===== src/rtl/stk_ram_ctrl_if.sv =====
// Command/response handshake bundle for the RAM-backed stack controller.
// The master issues commands and consumes responses; the slave is the controller.
interface stk_ram_ctrl_if #(
    parameter int W = 32
);
    logic         cmd_vld;
    logic [1:0]   cmd_op;
    logic [W-1:0] cmd_dat;
    logic         cmd_rdy;

    logic         rsp_vld;
    logic         rsp_rdy;
    logic [W-1:0] rsp_dat;
    logic         rsp_err;

    modport master (
        output cmd_vld, cmd_op, cmd_dat, rsp_rdy,
        input  cmd_rdy, rsp_vld, rsp_dat, rsp_err
    );

    modport slave (
        input  cmd_vld, cmd_op, cmd_dat, rsp_rdy,
        output cmd_rdy, rsp_vld, rsp_dat, rsp_err
    );
endinterface


===== src/rtl/stk_ram_ctrl.sv =====
// LIFO stack controller keeping its entries in an external single-port RAM.
// One command is in flight at a time; POP waits one extra cycle for RAM read data.
module stk_ram_ctrl #(
    parameter  int W  = 32,
    parameter  int N  = 16,
    localparam int AW = $clog2(N)
) (
    input  logic          clk,
    input  logic          rst,
    stk_ram_ctrl_if.slave bus,
    output logic [AW:0]   occ,
    output logic          full,
    output logic          empty,
    output logic          ram_en,
    output logic          ram_wen,
    output logic [AW-1:0] ram_addr,
    output logic [W-1:0]  ram_wdat,
    input  logic [W-1:0]  ram_rdat
);

    localparam logic [1:0]  OP_PUSH = 2'b00;
    localparam logic [1:0]  OP_POP  = 2'b01;
    localparam logic [1:0]  OP_CLR  = 2'b10;
    localparam logic [AW:0] OCC_MAX = N[AW:0];
    localparam logic [AW:0] OCC_ONE = {{AW{1'b0}}, 1'b1};

    typedef enum logic {
        IDLE,
        RD
    } state_t;

    state_t       state;
    state_t       state_nxt;

    logic         cmd_rdy;
    logic         accept;
    logic         push_ok;
    logic         push_ovf;
    logic         pop_ok;
    logic         pop_unf;
    logic         do_clr;
    logic         bad_op;
    logic         cmd_fail;

    logic [AW:0]  occ_inc;
    logic [AW:0]  occ_dec;

    logic         rsp_vld_q;
    logic [W-1:0] rsp_dat_q;
    logic         rsp_err_q;

    // A new command may enter only when idle and the response slot is free or draining now.
    assign cmd_rdy = !rst && (state == IDLE) && (!rsp_vld_q || bus.rsp_rdy);
    assign accept  = bus.cmd_vld && cmd_rdy;

    assign full    = (occ == OCC_MAX);
    assign empty   = (occ == '0);
    assign occ_inc = occ + OCC_ONE;
    assign occ_dec = occ - OCC_ONE;

    always_comb begin
        push_ok  = 1'b0;
        push_ovf = 1'b0;
        pop_ok   = 1'b0;
        pop_unf  = 1'b0;
        do_clr   = 1'b0;
        bad_op   = 1'b0;
        if (accept) begin
            case (bus.cmd_op)
                OP_PUSH: begin
                    push_ok  = !full;
                    push_ovf = full;
                end
                OP_POP: begin
                    pop_ok  = !empty;
                    pop_unf = empty;
                end
                OP_CLR:  do_clr = 1'b1;
                default: bad_op = 1'b1;
            endcase
        end
        cmd_fail = push_ovf || pop_unf || bad_op;
    end

    always_ff @(posedge clk) begin
        if (rst) begin
            state <= IDLE;
        end else begin
            state <= state_nxt;
        end
    end

    always_comb begin
        state_nxt = state;
        case (state)
            IDLE:    if (pop_ok) state_nxt = RD;
            RD:      state_nxt = IDLE;
            default: state_nxt = IDLE;
        endcase
    end

    // RAM strobe is purely combinational from the accepted command; addresses stay below N.
    always_comb begin
        ram_en   = push_ok || pop_ok;
        ram_wen  = push_ok;
        ram_addr = push_ok ? occ[AW-1:0] : occ_dec[AW-1:0];
        ram_wdat = bus.cmd_dat;
    end

    always_ff @(posedge clk) begin
        if (rst) begin
            occ <= '0;
        end else if (do_clr) begin
            occ <= '0;
        end else if (push_ok) begin
            occ <= occ_inc;
        end else if (pop_ok) begin
            occ <= occ_dec;
        end
    end

    // Read data arrives while in RD; every other command answers the cycle after acceptance.
    always_ff @(posedge clk) begin
        if (rst) begin
            rsp_vld_q <= 1'b0;
            rsp_dat_q <= '0;
            rsp_err_q <= 1'b0;
        end else if (state == RD) begin
            rsp_vld_q <= 1'b1;
            rsp_dat_q <= ram_rdat;
            rsp_err_q <= 1'b0;
        end else if (accept && !pop_ok) begin
            rsp_vld_q <= 1'b1;
            rsp_dat_q <= '0;
            rsp_err_q <= cmd_fail;
        end else if (bus.rsp_rdy) begin
            rsp_vld_q <= 1'b0;
            rsp_dat_q <= '0;
            rsp_err_q <= 1'b0;
        end
    end

    assign bus.cmd_rdy = cmd_rdy;
    assign bus.rsp_vld = rsp_vld_q;
    assign bus.rsp_dat = rsp_dat_q;
    assign bus.rsp_err = rsp_err_q;

endmodule


===== src/flat_wrapper.sv =====
// flat-port wrapper written by rule: the top's interface ports become plain ports
module stk_ram_ctrl_flat 
#(
    parameter  int W  = 32,
    parameter  int N  = 16,
    localparam int AW = $clog2(N)
)
  (clk, rst, occ, full, empty, ram_en, ram_wen, ram_addr, ram_wdat, ram_rdat, bus_cmd_vld, bus_cmd_op, bus_cmd_dat, bus_rsp_rdy, bus_cmd_rdy, bus_rsp_vld, bus_rsp_dat, bus_rsp_err);
  stk_ram_ctrl_if #(.W(W)) bus_i ();
  input  logic clk;
  input  logic rst;
  output logic [AW:0] occ;
  output logic full;
  output logic empty;
  output logic ram_en;
  output logic ram_wen;
  output logic [AW-1:0] ram_addr;
  output logic [W-1:0] ram_wdat;
  input  logic [W-1:0] ram_rdat;
  input wire logic [$bits(bus_i.cmd_vld)-1:0] bus_cmd_vld;
  input wire logic [$bits(bus_i.cmd_op)-1:0] bus_cmd_op;
  input wire logic [$bits(bus_i.cmd_dat)-1:0] bus_cmd_dat;
  input wire logic [$bits(bus_i.rsp_rdy)-1:0] bus_rsp_rdy;
  output wire logic [$bits(bus_i.cmd_rdy)-1:0] bus_cmd_rdy;
  output wire logic [$bits(bus_i.rsp_vld)-1:0] bus_rsp_vld;
  output wire logic [$bits(bus_i.rsp_dat)-1:0] bus_rsp_dat;
  output wire logic [$bits(bus_i.rsp_err)-1:0] bus_rsp_err;
  assign bus_i.cmd_vld = bus_cmd_vld;
  assign bus_i.cmd_op = bus_cmd_op;
  assign bus_i.cmd_dat = bus_cmd_dat;
  assign bus_i.rsp_rdy = bus_rsp_rdy;
  assign bus_cmd_rdy = bus_i.cmd_rdy;
  assign bus_rsp_vld = bus_i.rsp_vld;
  assign bus_rsp_dat = bus_i.rsp_dat;
  assign bus_rsp_err = bus_i.rsp_err;
  stk_ram_ctrl #(.W(W), .N(N)) u_core (.clk(clk), .rst(rst), .bus(bus_i), .occ(occ), .full(full), .empty(empty), .ram_en(ram_en), .ram_wen(ram_wen), .ram_addr(ram_addr), .ram_wdat(ram_wdat), .ram_rdat(ram_rdat));
endmodule

===== config.mk =====
export PLATFORM = sky130hd
export DESIGN_NAME = stk_ram_ctrl_flat
export DESIGN_NICKNAME = d
export VERILOG_FILES = /design/src/rtl/stk_ram_ctrl_if.sv /design/src/rtl/stk_ram_ctrl.sv /design/src/flat_wrapper.sv
export SDC_FILE = /design/constraint.sdc
export NUM_CORES = 1
export LEC_CHECK = 0
export CAP_MARGIN = 30
export CELL_PAD_IN_SITES_DETAIL_PLACEMENT = 2
export CELL_PAD_IN_SITES_GLOBAL_PLACEMENT = 2
export CORE_ASPECT_RATIO = 0.75
export CORE_UTILIZATION = 15
export CTS_CLUSTER_DIAMETER = 60
export DETAILED_ROUTE_END_ITERATION = 8
export PLACE_DENSITY_LB_ADDON = 0.1
export REMOVE_ABC_BUFFERS = 1
export SKIP_CTS_REPAIR_TIMING = 1
export SLEW_MARGIN = 5
export SYNTH_ARGS = -nofsm -noshare
export SYNTH_HDL_FRONTEND = slang
export SYNTH_SLANG_ARGS = --single-unit

===== constraint.sdc =====
create_clock -name clk -period 2.3 [get_ports clk]
set_input_delay 0.575 -clock clk [delete_from_list [all_inputs] [get_ports clk]]
set_output_delay 0.575 -clock clk [all_outputs]
set_load 0.02 [all_outputs]

==> results of run 1 <==
-- routing by layer --
layer  up-vias  track usage, %  wire length (µm)
met2        73            15.2              3080
met1       817            16.4              3530
li1        788               -                 -
met5         -               0                 0
met4         0            2.65                18
met3         3            7.51               881
-- registers in the layout (all words and copies together) (netlist names) --
signal / count
u_core.occ: 5
u_core.bus.rsp_dat: 32
u_core.state: 1
u_core.bus.rsp_err: 1
u_core.bus.rsp_vld: 1
-- critical path, delay by kind of cell (launching register included) --
kind	cells	cell delay, ns
fa+ha+maj	2	0.47
compound gates	1	0.18
flops	1	0.34
buf+inv	3	0.23
simple gates	2	0.29
-- power groups by stage --
| stage | clock [W] | combinational, W | sequential [W] |
|---|---|---|---|
| after global placement | 0 | 0.000244 | 0.000718 |
| after detailed placement | 0 | 0.000244 | 0.000719 |
| after floorplan | 0 | 0.0000690 | 0.000728 |
| final | 0.000799 | 0.000264 | 0.000704 |
| after CTS | 0.000846 | 0.000245 | 0.000703 |
| after global routing | 0.000880 | 0.000284 | 0.000704 |
-- cells in the mapped netlist, types with 2 or more instances --
cell type	instances	area share (%)
dfxtp_1	40	43
a211oi_1	2	0.81
buf_4	33	13
o31ai_1	2	0.81
nand4b_1	2	0.94
inv_1	8	1.6
buf_6	3	1.8
nand2_1	3	0.61
nor2b_1	4	1.3
xnor2_1	2	0.94
ha_1	4	2.7
nor3_1	2	0.54
a21oi_1	7	1.9
nand3_1	4	1.1
buf_2	2	0.54
clkbuf_1	4	0.81
a22o_1	32	15
o21ai_0	5	1.3
nor2_1	7	1.4
-- final cells by class --
cell class / count / share of cell area, %
repair buffers: 117 / 35.6
inverters: 8 / 0.948
clock inverters: 3 / 1.34
clock buffers: 5 / 3.95
well taps: 162 / 6.40
flip-flops and latches: 40 / 25.4
multi-input cells: 93 / 26.4
-- cells in the final DEF, fill, tap and decap left out, types with 2 or more instances in the layout --
cell,instances
buf_12,2
a21oi_1,5
nor2_1,6
a211oi_1,2
nand4b_1,2
inv_2,3
nand3_1,2
nand2_1,2
buf_4,31
a22o_1,32
clkbuf_16,5
buf_6,4
inv_1,5
clkdlybuf4s50_1,71
dfxtp_2,2
clkbuf_2,2
dlymetal6s2s_1,7
dfxtp_1,38
ha_1,3
nor2b_2,2
o21ai_0,4
-- stage by stage --
step	instances	power (W)	hold WS, ns	instance area [µm²]
final	428	0.00177	0.477	3170
after global routing	428	0.00187	0.496	3170
after CTS	425	0.00179	0.482	3020
after detailed placement	417	0.000962	0.464	2850
after global placement	417	0.000963	0.461	2850
after floorplan	141	0.000797	0.553	1550
-- kinds of logic after synthesis --
logic type | Yosys count
AOI/OAI and AO/OA | 53
buffers and inverters | 50
DFF | 40
and+or+nand+nor | 31
adders and majority gates | 4
xor gates and xnor gates | 3
muxes | 2
-- final timing paths --
kind	from	to	slack, ns	cells past startpoint
worst max-delay path	u_core.occ[1]	ram_addr[0]	-0.07	8
worst min-delay path	u_core.bus.rsp_dat[28]	u_core.bus.rsp_dat[28]	0.48	1
worst max register to register	u_core.occ[1]	u_core.bus.rsp_dat[21]	0.12	8
worst min register to register	u_core.bus.rsp_dat[28]	u_core.bus.rsp_dat[28]	0.48	1
==> metrics.txt, run 1 <==
# TYPE chip_impl_metric gauge
chip_impl_info{name="outcome",value="finished with violations"} 1
chip_impl_info{name="failed_checks",value="negative setup slack"} 1
chip_impl_metric{name="yosys-mux-area-fraction",unit="%"} 1.14
chip_impl_metric{name="drive_gt1_share",unit="%"} 27.1
chip_impl_info{name="worst_setup_path_end_kind",value="output port"} 1
chip_impl_metric{name="worst_slew_margin_rel",unit="%"} 78.1
chip_impl_metric{name="grt_pass1_wl",unit="µm"} 11100
chip_impl_metric{name="grt_util_all_layers",unit="%"} 11.9
chip_impl_metric{name="edff_count_synth",unit=""} 0
chip_impl_metric{name="clkPwrFrac",unit="%"} 45.2
chip_impl_metric{name="synth_xor_area_share",unit="%"} 1.41
chip_impl_metric{name="max_slew.worst_pin.slew",unit="ns"} 0.328
chip_impl_metric{name="worst_setup_hold_path_clk_slew",unit="ns"} 0.06
chip_impl_metric{name="pre_repair_dr_iteration_count",unit=""} 4
chip_impl_metric{name="htreeDepth",unit=""} 2
chip_impl_metric{name="ant_nets",unit=""} 0
chip_impl_metric{name="worstPathRequired",unit="ns"} 1.73
chip_impl_metric{name="route.detailed.drc",unit=""} 0
chip_impl_metric{name="first_global_vias",unit=""} 1790
chip_impl_metric{name="power-per-cell-area",unit="nW/µm²"} 558
chip_impl_metric{name="grt_antenna_before_repair",unit=""} 0
chip_impl_metric{name="ir_drop",unit="µV"} 237
chip_impl_metric{name="synth_seq_area_share",unit="%"} 43.1
chip_impl_metric{name="floorplan.die.height",unit="µm"} 98.4
chip_impl_metric{name="post-route-worst-setup-slack",unit="ns"} -0.0696
chip_impl_metric{name="max_stage_delay",unit="ns"} 0.34
chip_impl_metric{name="start_util",unit="%"} 15.7
chip_impl_metric{name="report.final.hold_viol_count",unit=""} 0
chip_impl_metric{name="boundaryPins",unit=""} 150
chip_impl_info{name="worst_path_cell_trace",value="inv_2 > ha_4 > nor3b_4 > a21oi_4 > nand3_4 > ha_1 > inv_1 > buf_4"} 1
chip_impl_metric{name="via_cell_ratio",unit=""} 3.93
chip_impl_metric{name="timing.clock.skew",unit="ns"} 0.00571
chip_impl_metric{name="die_width",unit="µm"} 131
chip_impl_metric{name="num_rows",unit=""} 34
chip_impl_metric{name="place.gp.congestion",unit=""} 0.695
chip_impl_metric{name="switching_component_of_the_power",unit="W"} 0.000408
chip_impl_metric{name="layout.area.seq",unit="µm²"} 803
chip_impl_metric{name="syn_avg_cell_area",unit="µm²"} 10.2
chip_impl_metric{name="clock-sinks",unit=""} 40
chip_impl_metric{name="total_vias_in_the_final_route",unit=""} 1681
chip_impl_info{name="grt_setup_unrepaired",value="true"} 1
chip_impl_metric{name="intPower",unit="W"} 0.00136
chip_impl_metric{name="ys_warn_count",unit=""} 0
chip_impl_metric{name="power.switching_fraction",unit="%"} 23.1
chip_impl_metric{name="port_buffers",unit=""} 85
chip_impl_metric{name="max_cap_violations",unit=""} 0
chip_impl_metric{name="nets",unit=""} 339
chip_impl_metric{name="worst_skew_pair.late_latency",unit="ns"} 0.28
chip_impl_metric{name="share_comb_of_total_power",unit="%"} 14.9
chip_impl_metric{name="syn_inst",unit=""} 183
chip_impl_metric{name="core",unit="µm²"} 11800
chip_impl_info{name="synth_top_family_by_area",value="compound AO/OA/AOI/OAI gates"} 1
chip_impl_metric{name="simple_logic_cell_fraction_of_the_synthesized_area",unit="%"} 10.4
chip_impl_metric{name="async_reset_ff_share",unit="%"} 0
chip_impl_metric{name="fin_crit_sh",unit="%"} 103
chip_impl_metric{name="worst_ep_arrival_time",unit="ns"} 1.79
chip_impl_metric{name="detailedRoute.firstIterationViolations",unit=""} 43
chip_impl_metric{name="share_of_synthesized_cell_area_in_full_adder_half_adder_and_majority_cells",unit="%"} 2.69
chip_impl_metric{name="setup_tns_final",unit="ns"} -0.112
chip_impl_info{name="path_class",value="flip-flop to output port"} 1
chip_impl_metric{name="grt_max_degree",unit=""} 33
chip_impl_metric{name="seq_power_share",unit="%"} 39.8
chip_impl_info{name="critPathLaunchType",value="flip-flop"} 1
chip_impl_metric{name="clockBufferDepth",unit=""} 2
chip_impl_metric{name="finalSetupViolations",unit=""} 2
chip_impl_metric{name="grt_remaining_overflow",unit=""} 0
chip_impl_info{name="timing.critical_path.slowest_stage_cell",value="dfxtp_2"} 1
chip_impl_metric{name="synth.distinct_cells",unit=""} 36
chip_impl_metric{name="critical_path_peak_fanout",unit=""} 6
chip_impl_metric{name="post_synth_instance_area",unit="µm²"} 1860
chip_impl_metric{name="cts_buffers",unit=""} 5
chip_impl_info{name="cts_tree",value="built"} 1
chip_impl_metric{name="fp.dieArea",unit="µm²"} 12800
chip_impl_info{name="min-delay-path-class",value="flip-flop to flip-flop"} 1
chip_impl_metric{name="routed_len_inst",unit="µm"} 17.5
chip_impl_info{name="clock-root-buffer",value="clkbuf_16"} 1
chip_impl_metric{name="drv_slew",unit=""} 0
chip_impl_metric{name="hpwl",unit="µm"} 5790
chip_impl_metric{name="synth-seq-cells",unit=""} 40
chip_impl_metric{name="num-fill-cells",unit=""} 1319
chip_impl_metric{name="detail_route.wirelength",unit="µm"} 7510
chip_impl_metric{name="finalWorstPathRequiredPeriod",unit="ns"} 2.37
chip_impl_metric{name="multi_input_area",unit="µm²"} 837
chip_impl_metric{name="areaGrowthSynthToFinish",unit="%"} 70.4
chip_impl_metric{name="fmaxAchievable",unit="GHz"} 0.422
chip_impl_metric{name="p_leak",unit="nW"} 1.27
chip_impl_metric{name="antennaDiodeCount",unit=""} 0
chip_impl_metric{name="post-place-ws",unit="ns"} -0.935
chip_impl_metric{name="synth-compound-area-share",unit="%"} 23.2
chip_impl_metric{name="post-route-util",unit="%"} 26.8
chip_impl_info{name="ys.flop_type",value="dfxtp_1"} 1
Power figures use the tool's default switching activity.
==> inputs of run 2 (changes only) <==
--- a/config.mk
+++ b/config.mk
@@ -9,7 +9,7 @@
 export CELL_PAD_IN_SITES_DETAIL_PLACEMENT = 2
 export CELL_PAD_IN_SITES_GLOBAL_PLACEMENT = 2
 export CORE_ASPECT_RATIO = 0.75
-export CORE_UTILIZATION = 15
+export CORE_UTILIZATION = 17
 export CTS_CLUSTER_DIAMETER = 60
 export DETAILED_ROUTE_END_ITERATION = 8
 export PLACE_DENSITY_LB_ADDON = 0.1
==> constraint.sdc (replaced) <==
create_clock -name clk -period 2.6 [get_ports clk]
set_input_delay 0.65 -clock clk [delete_from_list [all_inputs] [get_ports clk]]
set_output_delay 0.65 -clock clk [all_outputs]
set_load 0.02 [all_outputs]
==> run 2 against run 1 <==
Compared with the run above:
- the flow now finishes without violations
- critical path depth down 1
- setup slack improved by 0.081 ns
- non-clock buffer count is 1 higher
- power decreased by 10%
- clock power down 9.0%
- global-route usage is 1.4 points higher
- flip-flop and latch count stayed put
- sequential share of layout area grew 0.091 points
- sequential power is 12% lower
- worst hold slack gained 0.0036 ns
- die area is 12% lower
- largest cell class unchanged
- highest routed layer unchanged
==> metrics.txt, run 2 (synthesized netlist as in run 1, its figures left out) <==
# TYPE chip_impl_metric gauge
chip_impl_info{name="outcome",value="completed"} 1
chip_impl_metric{name="intPower",unit="W"} 0.00121
chip_impl_metric{name="antennaDiodeCount",unit=""} 0
chip_impl_metric{name="grt_util_all_layers",unit="%"} 13.3
chip_impl_metric{name="fp.dieArea",unit="µm²"} 11400
chip_impl_metric{name="drive_gt1_share",unit="%"} 27.7
chip_impl_metric{name="met1_usage",unit="%"} 17.8
chip_impl_metric{name="max_cap_violations",unit=""} 0
chip_impl_metric{name="worstPathRequired",unit="ns"} 1.95
chip_impl_info{name="worst_setup_path_end_kind",value="output port"} 1
chip_impl_metric{name="boundaryPins",unit=""} 150
chip_impl_info{name="clock-root-buffer",value="clkbuf_16"} 1
chip_impl_info{name="layout.cells.most_common",value="clkdlybuf4s50_1"} 1
chip_impl_metric{name="start_util",unit="%"} 17.8
chip_impl_metric{name="detail_route.wirelength",unit="µm"} 7540
chip_impl_metric{name="global_route.usage.met2",unit="%"} 16.7
chip_impl_metric{name="core",unit="µm²"} 10500
chip_impl_metric{name="fmaxAchievable",unit="GHz"} 0.386
chip_impl_metric{name="hold_path_depth",unit=""} 1
chip_impl_info{name="final_cell_mix",value="clkdlybuf4s50_1, dfxtp_1, buf_4"} 1
chip_impl_metric{name="detailedRoute.firstIterationViolations",unit=""} 36
chip_impl_metric{name="post-place-ws",unit="ns"} -0.809
chip_impl_metric{name="timing.clock.skew",unit="ns"} 0.00510
chip_impl_metric{name="report.final.hold_viol_count",unit=""} 0
chip_impl_metric{name="post-route-worst-setup-slack",unit="ns"} 0.0116
chip_impl_metric{name="power.switching_fraction",unit="%"} 23.8
chip_impl_metric{name="share_comb_of_total_power",unit="%"} 15.1
chip_impl_metric{name="port_buffers",unit=""} 85
chip_impl_metric{name="worst_skew_pair.late_latency",unit="ns"} 0.28
chip_impl_metric{name="grt_remaining_overflow",unit=""} 0
chip_impl_metric{name="max_slew.worst_pin.slew",unit="ns"} 0.384
chip_impl_metric{name="clkPwrFrac",unit="%"} 45.7
chip_impl_metric{name="finalHoldWorstSlack",unit="ns"} 0.480
chip_impl_metric{name="first_global_vias",unit=""} 1793
chip_impl_metric{name="hpwl",unit="µm"} 5620
chip_impl_metric{name="worst_setup_hold_path_clk_slew",unit="ns"} 0.06
chip_impl_metric{name="finalWorstPathRequiredPeriod",unit="ns"} 2.59
chip_impl_metric{name="seq_power_share",unit="%"} 39.1
chip_impl_metric{name="grt_pass1_wl",unit="µm"} 10900
chip_impl_metric{name="grt_max_degree",unit=""} 33
chip_impl_metric{name="finalSetupViolations",unit=""} 0
chip_impl_metric{name="clock-sinks",unit=""} 40
chip_impl_info{name="critPathLaunchType",value="input port"} 1
chip_impl_info{name="grt-busiest-layer",value="met1"} 1
chip_impl_metric{name="largest_register_ff_count",unit=""} 32
chip_impl_metric{name="worst_ep_arrival_time",unit="ns"} 1.94
chip_impl_metric{name="worst_slew_margin_rel",unit="%"} 74.4
chip_impl_metric{name="critical_path_peak_fanout",unit=""} 6
chip_impl_metric{name="routed_len_inst",unit="µm"} 18.7
chip_impl_metric{name="place.gp.congestion",unit=""} 0.724
chip_impl_metric{name="fin_crit_sh",unit="%"} 99.6
chip_impl_metric{name="power-per-cell-area",unit="nW/µm²"} 504
chip_impl_info{name="path_class",value="input port to output port"} 1
chip_impl_metric{name="ir_drop",unit="µV"} 243
chip_impl_metric{name="route.detailed.drc",unit=""} 0
chip_impl_info{name="cts_tree",value="built"} 1
chip_impl_metric{name="switching_component_of_the_power",unit="W"} 0.000379
chip_impl_metric{name="num_rows",unit=""} 32
chip_impl_metric{name="floorplan.die.height",unit="µm"} 92.5
chip_impl_metric{name="cts_buffers",unit=""} 5
chip_impl_metric{name="met3_track_utilization_from_global_routing",unit="%"} 8.87
chip_impl_metric{name="drv_slew",unit=""} 0
chip_impl_metric{name="setup_slack_reg_to_reg",unit="ns"} 0.44
chip_impl_metric{name="nets",unit=""} 340
chip_impl_metric{name="worst_reg2reg_path_length_in_cells",unit=""} 8
chip_impl_metric{name="via_cell_ratio",unit=""} 4.22
chip_impl_info{name="grt_setup_unrepaired",value="true"} 1
chip_impl_metric{name="pre_repair_dr_iteration_count",unit=""} 4
chip_impl_metric{name="p_leak",unit="nW"} 1.27
chip_impl_metric{name="die_width",unit="µm"} 123
chip_impl_metric{name="total_vias_in_the_final_route",unit=""} 1700
chip_impl_metric{name="grt_antenna_before_repair",unit=""} 0
chip_impl_metric{name="clockBufferDepth",unit=""} 2
chip_impl_metric{name="ant_nets",unit=""} 0
chip_impl_metric{name="areaGrowthSynthToFinish",unit="%"} 69.8
chip_impl_metric{name="htreeDepth",unit=""} 2
chip_impl_info{name="min-delay-path-class",value="flip-flop to flip-flop"} 1
-- run 2: worst max-delay path, cell delays in order --
cell and delay (ns):
clkdlybuf4s50_1 0.46, nor2b_4 0.19, nand3_4 0.13, buf_6 0.17, nand2_2 0.06, xnor2_1 0.11, buf_4 0.16
-- run 2: cell type report --
cell class                      instances  area (µm²)
Clock inverter                          3        46.3
Sequential cell                        40         803
Tap cell                              136         170
Inverter                                8        37.5
Timing Repair Buffer                  118        1120
Multi-Input combinational cell         93         853
Clock buffer                            5         125
Fill cell                            1143        7290
-- run 2: power groups by stage --
stage / logic [W] / clock network [W] / registers (W)
floorplan: 0.0000611 / 0 / 0.000644
global placement: 0.000213 / 0 / 0.000635
detailed placement: 0.000215 / 0 / 0.000635
CTS: 0.000216 / 0.000771 / 0.000621
global route: 0.000258 / 0.000791 / 0.000622
finish: 0.000241 / 0.000727 / 0.000622
-- run 2: worst paths after layout --
kind / startpoint / end
max: bus_cmd_op[1] / ram_addr[2]
min: u_core.bus.rsp_dat[6] / u_core.bus.rsp_dat[6]
max reg2reg: u_core.occ[0] / u_core.bus.rsp_dat[5]
min reg2reg: u_core.bus.rsp_dat[6] / u_core.bus.rsp_dat[6]
-- run 2: through the flow --
| step | power [W] | setup TNS (ns) | std cells | util, % | area [µm²] |
|---|---|---|---|---|---|
| final | 0.00159 | 0 | 403 | 30.2 | 3160 |
| after global routing | 0.00167 | -0.0906 | 403 | 30.2 | 3160 |
| after global placement | 0.000848 | -5.31 | 390 | 26.8 | 2800 |
| after CTS | 0.00161 | -5.00 | 398 | 28.4 | 2970 |
| after floorplan | 0.000705 | -8.76 | 141 | - | 1550 |
| after detailed placement | 0.000850 | -6.10 | 390 | 26.8 | 2800 |
-- run 2: routing by layer --
| metal | wire [µm] | part of all wire (%) | vias to the layer above |
|---|---|---|---|
| met1 | 3580 | 47 | 819 |
| met2 | 2990 | 40 | 89 |
| met3 | 896 | 12 | 7 |
| li1 | - | - | 785 |
| met4 | 70 | 0.93 | 0 |
| met5 | 0 | 0 | - |
==> inputs of run 3 (changes only) <==
--- a/config.mk
+++ b/config.mk
@@ -9,6 +9,7 @@
 export CELL_PAD_IN_SITES_DETAIL_PLACEMENT = 2
 export CELL_PAD_IN_SITES_GLOBAL_PLACEMENT = 2
 export CORE_ASPECT_RATIO = 0.75
+export CORE_MARGIN = 10
 export CORE_UTILIZATION = 17
 export CTS_CLUSTER_DIAMETER = 60
 export DETAILED_ROUTE_END_ITERATION = 8
==> constraint.sdc (replaced) <==
create_clock -name clk -period 2.4 [get_ports clk]
set_input_delay 0.6 -clock clk [delete_from_list [all_inputs] [get_ports clk]]
set_output_delay 0.6 -clock clk [all_outputs]
set_load 0.02 [all_outputs]
==> run 3 against run 2 <==
Compared with the run above:
- the flow now finishes with violations (negative setup slack)
- setup slack worse by 0.070 ns
- register-to-register slack worse by 0.17 ns
- first-iteration DRC count increased by 28%
- worst hold slack worse by 0.0044 ns
- power increased by 12%
- cell count increased by 0.50%
- via count decreased by 0.41%
- largest cell class unchanged
- highest routed layer unchanged
==> metrics.txt, run 3 (synthesized netlist as in run 1, its figures left out) <==
# TYPE chip_impl_metric gauge
chip_impl_info{name="outcome",value="finished with violations"} 1
chip_impl_info{name="failed_checks",value="negative setup slack"} 1
chip_impl_info{name="crit_family",value="buffers and inverters"} 1
chip_impl_metric{name="areaGrowthSynthToFinish",unit="%"} 69.9
chip_impl_info{name="setup.worst_path.start",value="u_core.occ[0]"} 1
chip_impl_metric{name="largest_register_ff_count",unit=""} 32
chip_impl_metric{name="grt_max_degree",unit=""} 33
chip_impl_metric{name="die_width",unit="µm"} 141
chip_impl_metric{name="floorplan.die.height",unit="µm"} 111
chip_impl_metric{name="worst-path-stages",unit=""} 10
chip_impl_metric{name="worst_ep_arrival_time",unit="ns"} 1.86
chip_impl_info{name="grt_setup_unrepaired",value="true"} 1
chip_impl_metric{name="grt_remaining_overflow",unit=""} 0
chip_impl_metric{name="drive_gt1_share",unit="%"} 26.0
chip_impl_metric{name="met1_usage",unit="%"} 12.8
chip_impl_metric{name="post-route-worst-setup-slack",unit="ns"} -0.0584
chip_impl_metric{name="worstPathRequired",unit="ns"} 1.80
chip_impl_metric{name="max_stage_delay",unit="ns"} 0.33
chip_impl_info{name="regToRegStartpoint",value="u_core.occ[0]"} 1
chip_impl_metric{name="clockBufferDepth",unit=""} 2
chip_impl_info{name="critPathLaunchType",value="flip-flop"} 1
chip_impl_metric{name="hpwl",unit="µm"} 6240
chip_impl_info{name="cts_tree",value="built"} 1
chip_impl_metric{name="ant_nets",unit=""} 0
chip_impl_metric{name="p_leak",unit="nW"} 1.30
chip_impl_metric{name="power-per-cell-area",unit="nW/µm²"} 564
chip_impl_metric{name="route.detailed.drc",unit=""} 0
chip_impl_metric{name="boundaryPins",unit=""} 150
chip_impl_metric{name="via_cell_ratio",unit=""} 4.18
chip_impl_metric{name="num_rows",unit=""} 32
chip_impl_metric{name="grt_pass1_wl",unit="µm"} 12000
chip_impl_metric{name="place.gp.congestion",unit=""} 0.715
chip_impl_metric{name="critical_path_buf_inv_count",unit=""} 4
chip_impl_metric{name="setup_slack_reg_to_reg",unit="ns"} 0.27
chip_impl_metric{name="max_slew.worst_pin.slew",unit="ns"} 0.312
chip_impl_metric{name="total_vias_in_the_final_route",unit=""} 1693
chip_impl_metric{name="clock-sinks",unit=""} 40
chip_impl_metric{name="worst_setup_hold_path_clk_slew",unit="ns"} 0.06
chip_impl_metric{name="layout.area.seq",unit="µm²"} 803
chip_impl_metric{name="grt_util_all_layers",unit="%"} 9.90
chip_impl_info{name="final_cell_mix",value="clkdlybuf4s50_1, dfxtp_1, buf_4"} 1
chip_impl_metric{name="ir_drop",unit="µV"} 260
chip_impl_info{name="clock-root-buffer",value="clkbuf_16"} 1
chip_impl_metric{name="fmaxAchievable",unit="GHz"} 0.407
chip_impl_metric{name="detail_route.wirelength",unit="µm"} 8110
chip_impl_metric{name="num-fill-cells",unit=""} 1139
chip_impl_metric{name="nets",unit=""} 343
chip_impl_metric{name="hold_path_depth",unit=""} 1
chip_impl_info{name="timing.rr.end",value="u_core.bus.rsp_dat[11]"} 1
chip_impl_metric{name="global_route.usage.met2",unit="%"} 13.4
chip_impl_info{name="end_point_of_the_critical_path",value="ram_addr[2]"} 1
chip_impl_metric{name="fin_crit_sh",unit="%"} 102
chip_impl_info{name="path_class",value="flip-flop to output port"} 1
chip_impl_metric{name="worst_slew_margin_rel",unit="%"} 79.2
chip_impl_metric{name="htreeDepth",unit=""} 2
chip_impl_metric{name="max_cap_violations",unit=""} 0
chip_impl_metric{name="met3_track_utilization_from_global_routing",unit="%"} 6.07
chip_impl_metric{name="antennaDiodeCount",unit=""} 0
chip_impl_metric{name="timing.clock.skew",unit="ns"} 0.00530
chip_impl_info{name="min-delay-path-class",value="flip-flop to flip-flop"} 1
chip_impl_metric{name="drv_slew",unit=""} 0
chip_impl_metric{name="start_util",unit="%"} 17.7
chip_impl_info{name="layout.cells.most_common",value="clkdlybuf4s50_1"} 1
chip_impl_info{name="worst_path_cell_trace",value="inv_2 > ha_4 > nor3b_4 > a21oi_2 > nand3_4 > buf_6 > buf_6 > nand2_2 > xnor2_1 > buf_4"} 1
chip_impl_metric{name="worst_skew_pair.late_latency",unit="ns"} 0.28
chip_impl_metric{name="worst_reg2reg_path_length_in_cells",unit=""} 8
chip_impl_metric{name="multi_input_area",unit="µm²"} 808
chip_impl_metric{name="detailedRoute.firstIterationViolations",unit=""} 46
chip_impl_metric{name="setup_tns_final",unit="ns"} -0.0840
chip_impl_metric{name="fp.dieArea",unit="µm²"} 15600
chip_impl_metric{name="cts_buffers",unit=""} 5
chip_impl_metric{name="grt_antenna_before_repair",unit=""} 0
chip_impl_metric{name="report.final.hold_viol_count",unit=""} 0
chip_impl_info{name="path_common_cell",value="buf_6"} 1
chip_impl_metric{name="finalSetupViolations",unit=""} 2
chip_impl_metric{name="routed_len_inst",unit="µm"} 20.0
chip_impl_metric{name="critical_path_peak_fanout",unit=""} 5
chip_impl_info{name="worst_setup_path_end_kind",value="output port"} 1
chip_impl_metric{name="finalWorstPathRequiredPeriod",unit="ns"} 2.46
chip_impl_info{name="timing.critical_path.slowest_stage_cell",value="dfxtp_2"} 1
chip_impl_metric{name="core",unit="µm²"} 10500
chip_impl_metric{name="first_global_vias",unit=""} 1872
chip_impl_metric{name="post-place-ws",unit="ns"} -0.876
chip_impl_metric{name="port_buffers",unit=""} 85
chip_impl_metric{name="pre_repair_dr_iteration_count",unit=""} 3
chip_impl_info{name="grt-busiest-layer",value="met2"} 1
run 3: routing by layer:
metal,wire length (µm),up-vias
met2,3420,74
li1,-,791
met3,891,2
met5,0,-
met1,3760,826
met4,38,0
run 3: final cells by class:
type	instances	share of cell area (%)
tap	136	5.39
sequential	40	25.4
inverter	8	0.951
multi-input combinational	93	25.6
clock buffer	5	3.96
timing repair buffer	121	36.7
clock inverter	2	1.90
run 3: how the worst min path moves through the flow:
stage                                 startpoint                endpoint  slack, ns
after global placement     u_core.bus.rsp_dat[1]   u_core.bus.rsp_dat[1]       0.46
after CTS                  u_core.bus.rsp_dat[2]   u_core.bus.rsp_dat[2]       0.48
after floorplan                     u_core.state      u_core.bus.rsp_vld       0.55
after global routing      u_core.bus.rsp_dat[10]  u_core.bus.rsp_dat[10]       0.50
final                      u_core.bus.rsp_dat[2]   u_core.bus.rsp_dat[2]       0.48
after detailed placement   u_core.bus.rsp_dat[8]   u_core.bus.rsp_dat[8]       0.47
run 3: metrics by stage:
step	total power, W	instance area (µm²)	std cells	util (%)	hold WS, ns
finish	0.00178	3160	405	30.1	0.476
global route	0.00187	3160	405	30.1	0.504
CTS	0.00181	3020	400	28.8	0.483
detailed placement	0.000923	2830	393	27.0	0.467
global placement	0.000924	2830	393	27.0	0.460
floorplan	0.000764	1550	141	-	0.553
run 3: where the power goes:
part / switching, W / leakage [nW] / internal (W)
registers: 0.00000380 / 0.324 / 0.000670
logic: 0.000107 / 0.889 / 0.000143
clock network: 0.000266 / 0.0899 / 0.000590
total: 0.000377 / 1.30 / 0.00140
